$ cat src/rtl/amstrad_rom_pkg.sv
// Shared ROM page layout for the boot loader and the upload reader, plus the
// reader state encoding.
package amstrad_rom_pkg;

  localparam logic [8:0] PG_LOW    = 9'h000;
  localparam logic [8:0] PG_BASIC  = 9'h100;
  localparam logic [8:0] PG_AMSDOS = 9'h107;
  localparam logic [8:0] PG_MF2    = 9'h1FF;

  typedef enum logic [1:0] {IDLE, FILL, ARM, WAIT} rd_state_t;

  typedef struct packed {
    logic       valid;
    logic [8:0] page;
    logic [1:0] bank;
  } rom_map_t;

  // Maps an ioctl byte address onto an SDRAM page/bank; valid=0 means unmapped.
  function automatic rom_map_t rom_page_map(input logic [7:0]  index,
                                            input logic [24:0] addr,
                                            input logic [8:0]  exp_page);
    rom_map_t   m;
    logic [10:0] sel;
    m   = '0;
    sel = addr[24:14];
    if (index == 8'd0) begin
      if (sel < 11'd8) begin
        m.valid = 1'b1;
        m.bank  = {1'b0, sel[2]};
        case (sel[1:0])
          2'd0:    m.page = PG_LOW;
          2'd1:    m.page = PG_BASIC;
          2'd2:    m.page = PG_AMSDOS;
          default: m.page = PG_MF2;
        endcase
      end
    end else if (addr[24:22] == 3'b000) begin
      // Expansion pages wrap within their 256-page window.
      m.valid = 1'b1;
      m.page  = {exp_page[8], exp_page[7:0] + addr[21:14]};
      m.bank  = {1'b0, &index[7:6]};
    end
    return m;
  endfunction

endpackage

$ cat src/rtl/rom_upload_reader.sv
// Serves HPS ioctl upload reads from SDRAM using the loader's page layout,
// returning each byte with an ioctl_wait handshake.
module rom_upload_reader
  import amstrad_rom_pkg::*;
#(
  parameter int unsigned RD_WAIT_CE = 1,
  parameter logic [7:0]  FILL_BYTE  = 8'hFF
) (
  input  logic        clk_sys,
  input  logic        reset,
  input  logic        ce_ref,
  input  logic        ioctl_upload,
  input  logic [7:0]  ioctl_index,
  input  logic [8:0]  exp_page,
  input  logic        ioctl_rd,
  input  logic [24:0] ioctl_addr,
  output logic [7:0]  ioctl_din,
  output logic        ioctl_wait,
  output logic        mem_rd,
  output logic [22:0] mem_a,
  output logic [1:0]  mem_bank,
  input  logic [7:0]  mem_dout,
  output logic [24:0] bytes_read,
  output logic        proto_err
);

  localparam int CNT_W = (RD_WAIT_CE < 1) ? 1 : $clog2(RD_WAIT_CE + 1);

  rd_state_t   state;
  logic [CNT_W-1:0] cnt;
  logic        upload_q;
  logic [8:0]  exp_page_reg;

  logic        upload_rise;
  logic [8:0]  exp_page_eff;
  rom_map_t    map;
  logic [24:0] bytes_inc;

  assign upload_rise  = ioctl_upload & ~upload_q;
  // A request landing on the session's first cycle must see the new base page.
  assign exp_page_eff = upload_rise ? exp_page : exp_page_reg;
  assign map          = rom_page_map(ioctl_index, ioctl_addr, exp_page_eff);
  assign bytes_inc    = (&bytes_read) ? bytes_read : bytes_read + 25'd1;

  always_ff @(posedge clk_sys or posedge reset) begin
    if (reset) begin
      state        <= IDLE;
      cnt          <= '0;
      upload_q     <= 1'b0;
      exp_page_reg <= '0;
      ioctl_din    <= '0;
      ioctl_wait   <= 1'b0;
      mem_rd       <= 1'b0;
      mem_a        <= '0;
      mem_bank     <= '0;
      bytes_read   <= '0;
      proto_err    <= 1'b0;
    end else begin
      upload_q <= ioctl_upload;
      if (!ioctl_upload) begin
        // Session closed: abandon any transfer without touching data or count.
        state      <= IDLE;
        ioctl_wait <= 1'b0;
        mem_rd     <= 1'b0;
      end else begin
        if (upload_rise) begin
          bytes_read   <= '0;
          proto_err    <= 1'b0;
          exp_page_reg <= exp_page;
        end
        if (ioctl_rd && state != IDLE)
          proto_err <= 1'b1;
        case (state)
          IDLE: begin
            if (ioctl_rd) begin
              ioctl_wait <= 1'b1;
              if (map.valid) begin
                mem_a    <= {map.page, ioctl_addr[13:0]};
                mem_bank <= map.bank;
                mem_rd   <= 1'b1;
                state    <= ARM;
              end else begin
                state <= FILL;
              end
            end
          end
          FILL: begin
            ioctl_din  <= FILL_BYTE;
            ioctl_wait <= 1'b0;
            bytes_read <= bytes_inc;
            state      <= IDLE;
          end
          ARM: begin
            // The strobe seen here issues the SDRAM read.
            if (ce_ref) begin
              mem_rd <= 1'b0;
              cnt    <= CNT_W'(RD_WAIT_CE);
              state  <= WAIT;
            end
          end
          WAIT: begin
            if (ce_ref) begin
              if (cnt == '0) begin
                ioctl_din  <= mem_dout;
                ioctl_wait <= 1'b0;
                bytes_read <= bytes_inc;
                state      <= IDLE;
              end else begin
                cnt <= cnt - 1'b1;
              end
            end
          end
          default: state <= IDLE;
        endcase
      end
    end
  end

endmodule

$ cat config.mk
export PLATFORM = sky130hd
export DESIGN_NAME = rom_upload_reader
export DESIGN_NICKNAME = d
export VERILOG_FILES = /design/src/rtl/amstrad_rom_pkg.sv /design/src/rtl/rom_upload_reader.sv
export SDC_FILE = /design/constraint.sdc
export NUM_CORES = 1
export LEC_CHECK = 0
export ABC_AREA = 1
export BUFFER_PORTS_ARGS = -buffer_cell sky130_fd_sc_hd__buf_2
export CAP_MARGIN = 20
export CELL_PAD_IN_SITES_DETAIL_PLACEMENT = 0
export CELL_PAD_IN_SITES_GLOBAL_PLACEMENT = 1
export CORE_MARGIN = 3
export CORE_UTILIZATION = 39
export CTS_BUF_LIST = sky130_fd_sc_hd__clkbuf_4
export CTS_CLUSTER_DIAMETER = 50
export DETAILED_ROUTE_END_ITERATION = 12
export PLACE_DENSITY = 0.87
export SLEW_MARGIN = 0
export SYNTH_ARGS = -nofsm -noshare
export SYNTH_HDL_FRONTEND = slang
export SYNTH_SLANG_ARGS = --single-unit
$ cat constraint.sdc
create_clock -name clk_sys -period 2.8 [get_ports clk_sys]
set_input_delay 0.56 -clock clk_sys [delete_from_list [all_inputs] [get_ports clk_sys]]
set_output_delay 0.56 -clock clk_sys [all_outputs]
set_load 0.05 [all_outputs]
==> results by group <==
Flow run
  • Max cap viols: 0

Power
  • Final Total Pwr: 3.732 mW
  • Clk pwr share: roughly 20%
  • Pwr dens: 731.8 mW/mm^2
  • Cell internal pwr: around 1.9 mW
  • P_sw: between 1.5 and 2 mW
  • Maximum vdd drop: 0.4475 mV
  • Switching Fraction: 47.78%
  • Leakage: between 2 and 3 nW
  • Flop pwr share: between 30% and 40%
  • Comb pwr share: around two fifths

Global route
  • First-pass GRT wire length: around 18000 microns
  • Overall routing resource usage: between 10% and 20%
  • Largest net degree at the start of global routing: 74
  • Initial antenna violation count: 1
  • GR Overflow Total: 0
  • Vias in the first global route: about 3.8k

Timing
  • Minimum clock period: between 2 and 2.5 ns
  • Hold violation total from the final report: 0
  • Share of the clock period used by the worst path: slightly above 80%
  • Min Hold Slack: between 0.15 and 0.2 ns
  • Slew Viols, Final: 0
  • Fin Clk Skew: 0.01846 ns
  • Unrepaired setup endpoints after global routing: false
  • Fmax: between 400 and 500 MHz
  • Setup TNS: 0 ns
  • Worst Slack Setup Final: 0.4749 ns
  • Final Setup Violations: 0

Worst setup path
  • CP bufs+invs: 4
  • CP delay by family, top: adder cells
  • FF-to-FF path depth: 14
  • Crit Path Max Fanout: 11
  • FF-to-FF setup slack: between 0.4 and 0.5 ns
  • Reg2Reg Capture Point: mem_a[20]$_DFFE_PP0P_
  • Max stage delay on crit path: ~0.54 ns
  • Worst path cell trace: inv_1 -> nand2_1 -> buf_4 -> nand2_1 -> nand2_1 -> ha_1 -> inv_1 -> fa_1 -> inv_1 -> nand4_1 -> nand3_1 -> a21oi_1 -> o21ai_0 -> a2bb2oi_1
  • Setup crit start kind: flop
  • Crit path DAT: around 2.6 ns
  • Reg-to-Reg Start: upload_q$_DFF_PP0_
  • Worst EP required: 3.11 ns
  • WS Path Type: reg -> reg
  • CP endpoint kind: flop
  • Crit path max-delay cell type: dfrtp_1

Floorplan
  • Initial core utilization: around two fifths
  • Ports: 116
  • FP Rows: 37
  • Core footprint: 0.01042 sq mm
  • Die ar.: between 0.01 and 0.015 sq mm
  • DIE HEIGHT: 110.0 microns
  • Die X: approximately 110 microns

Placed design
  • HPWL Detailed: 8572 microns
  • Routability cong.: ~0.90
  • Place WS: 0.3886 ns
  • PortBufs: roughly 110
  • Placed Area: around 0.0049 sq mm

CTS
  • H-tree levels: 3
  • CTS tree: built
  • Worst-path clk slew: roughly 0.14 ns
  • TritonCTS Buffers: 9
  • PostCTS Resize Cnt: 0
  • Hold_buf cts: 0
  • CTS sink count: 73
  • Clock Latency Late Sink: roughly 0.43 ns
  • Root Driver: clkbuf_4
  • Post-CTS Setup Inserts: 0
  • Max clock buf depth: 2

Yosys
  • Mapped Cells: around 570
  • Yosys warnings: 0
  • Syn avg cell area: approximately 7.4 sq um
  • Share of the synthesized area in the top cell type: 43.27%
  • Seq/Total Area, Yosys: around 43%
  • Top post-synthesis cells by area: dfrtp_1 (43%), nand2_1 (16%), inv_1 (5.2%), nor2_1 (4.4%), nand3_1 (4.4%)
  • Post-synth net total: 632
  • Yosys reg bits: 73
  • Synth Cell Area: roughly 0.0042 sq mm
  • Synth cell types: between 40 and 50
  • Cell taking the most area after synthesis: dfrtp_1

Routing
  • Vias per std cell: 5.000
  • Vias: between 4k and 5k
  • Router iterations before antenna repair: 6
  • Wire length per cell: around 14 microns
  • Drt total wl: around 11000 microns
  • Post-route DRC: 0
  • DR iter-0 viols: ~200
  • ANT nets after route: 0

Final layout
  • Largest register FFs: 25
  • # diodes: 0
  • Area of the multi-input gates: around 0.0021 sq mm
  • Syn-to-layout area delta: 20.81%
  • Fill cells: 1083
  • Seq. cell area: 0.001827 sq mm
  • Commonest non-fill, non-tap cell in the layout: nand2_1
  • Commonest non-fill, non-tap cells in the layout: nand2_1 (178), buf_2 (114), dfrtp_1 (73)
  • Layout Nets: between 700 and 800
  • Final instance area: slightly above 0.005 sq mm
  • Fraction of layout cells with a size suffix above 1: 23.66%

Worst hold path
  • Class of the worst hold path: in -> async

Status
  • Status: completed
==> final cells by class <==
| type | instances | share of cell area, % |
|---|---|---|
| multi-input combinational | 413 | 40.48 |
| timing repair buffer | 122 | 12.61 |
| tap | 136 | 3.337 |
| clock buffer | 9 | 1.325 |
| clock inverter | 7 | 1.644 |
| sequential | 73 | 35.82 |
| inverter | 65 | 4.784 |
==> per-layer routing <==
metal  wire (microns)  GRT usage [%]
met3              837          4.659
met5               13              0
met2             5034          29.94
met4              129          4.541
met1             5182          27.24
==> power by group through the flow <==
stage / Combinational (mW) / Clock, mW / Sequential [mW]
after global routing: 1.68 / 0.795 / 1.49
final: 1.55 / 0.728 / 1.45
after detailed placement: 1.56 / 0 / 1.47
after CTS: 1.56 / 0.746 / 1.46
after floorplan: 0.469 / 0 / 2.15
after global placement: 1.55 / 0 / 1.47
==> kinds of logic after synthesis <==
group | Yosys count | synth area share (%)
DFF | 73 | 43.27
buffers and inverters | 81 | 7.824
xor gates and xnor gates | 5 | 1.037
AOI/OAI and AO/OA | 93 | 13.57
and+or+nand+nor | 304 | 31.06
adders and majority gates | 10 | 3.142
other | 1 | 0.08883
==> worst register-to-register path: cells and delay by family, from the launching register on <==
kind | cells | cell delay [ns]
DFF | 1 | 0.54
buffers and inverters | 4 | 0.41
adders and majority gates | 2 | 0.57
and+or+nand+nor | 5 | 0.46
AOI/OAI and AO/OA | 3 | 0.23
==> through the flow <==
step / util [%] / std cells
4_1_cts: 48.96 / 825
5_1_grt: 48.96 / 825
2_1_floorplan: - / 567
6_report: 48.96 / 825
3_3_place_gp: 47.51 / 809
3_5_place_dp: 47.51 / 809
==> Yosys cell counts, drive strengths merged <==
| master | count |
|---|---|
| ha | 9 |
| nand3 | 39 |
| xor2 | 4 |
| conb | 1 |
| nor3b | 1 |
| a21o | 2 |
| nand2 | 184 |
| nor2 | 54 |
| clkinv | 1 |
| o21ai | 39 |
| fa | 1 |
| o21a | 2 |
| nor3 | 11 |
| o22ai | 3 |
| nand4 | 14 |
| o211ai | 4 |
| inv | 64 |
| a31oi | 11 |
| a21boi | 1 |
| xnor2 | 1 |
| a31o | 1 |
| dfrtp | 73 |
| a32o | 1 |
| a2bb2oi | 4 |
| buf | 12 |
| a21oi | 19 |
| clkbuf | 4 |
| or2 | 1 |
| a22oi | 4 |
| o31ai | 2 |
==> worst max path at each step <==
stage | from | end | slack (ns) | cells after the start
floorplan | ioctl_upload | mem_a[20]$_DFFE_PP0P_ | 0.32 | 14
global placement | ioctl_upload | mem_a[19]$_DFFE_PP0P_ | 0.39 | 13
detailed placement | ioctl_upload | mem_a[20]$_DFFE_PP0P_ | 0.39 | 14
CTS | upload_q$_DFF_PP0_ | mem_a[20]$_DFFE_PP0P_ | 0.48 | 14
global route | upload_q$_DFF_PP0_ | mem_a[18]$_DFFE_PP0P_ | 0.27 | 13
finish | upload_q$_DFF_PP0_ | mem_a[20]$_DFFE_PP0P_ | 0.47 | 14
(Power assumes the default switching activity.)
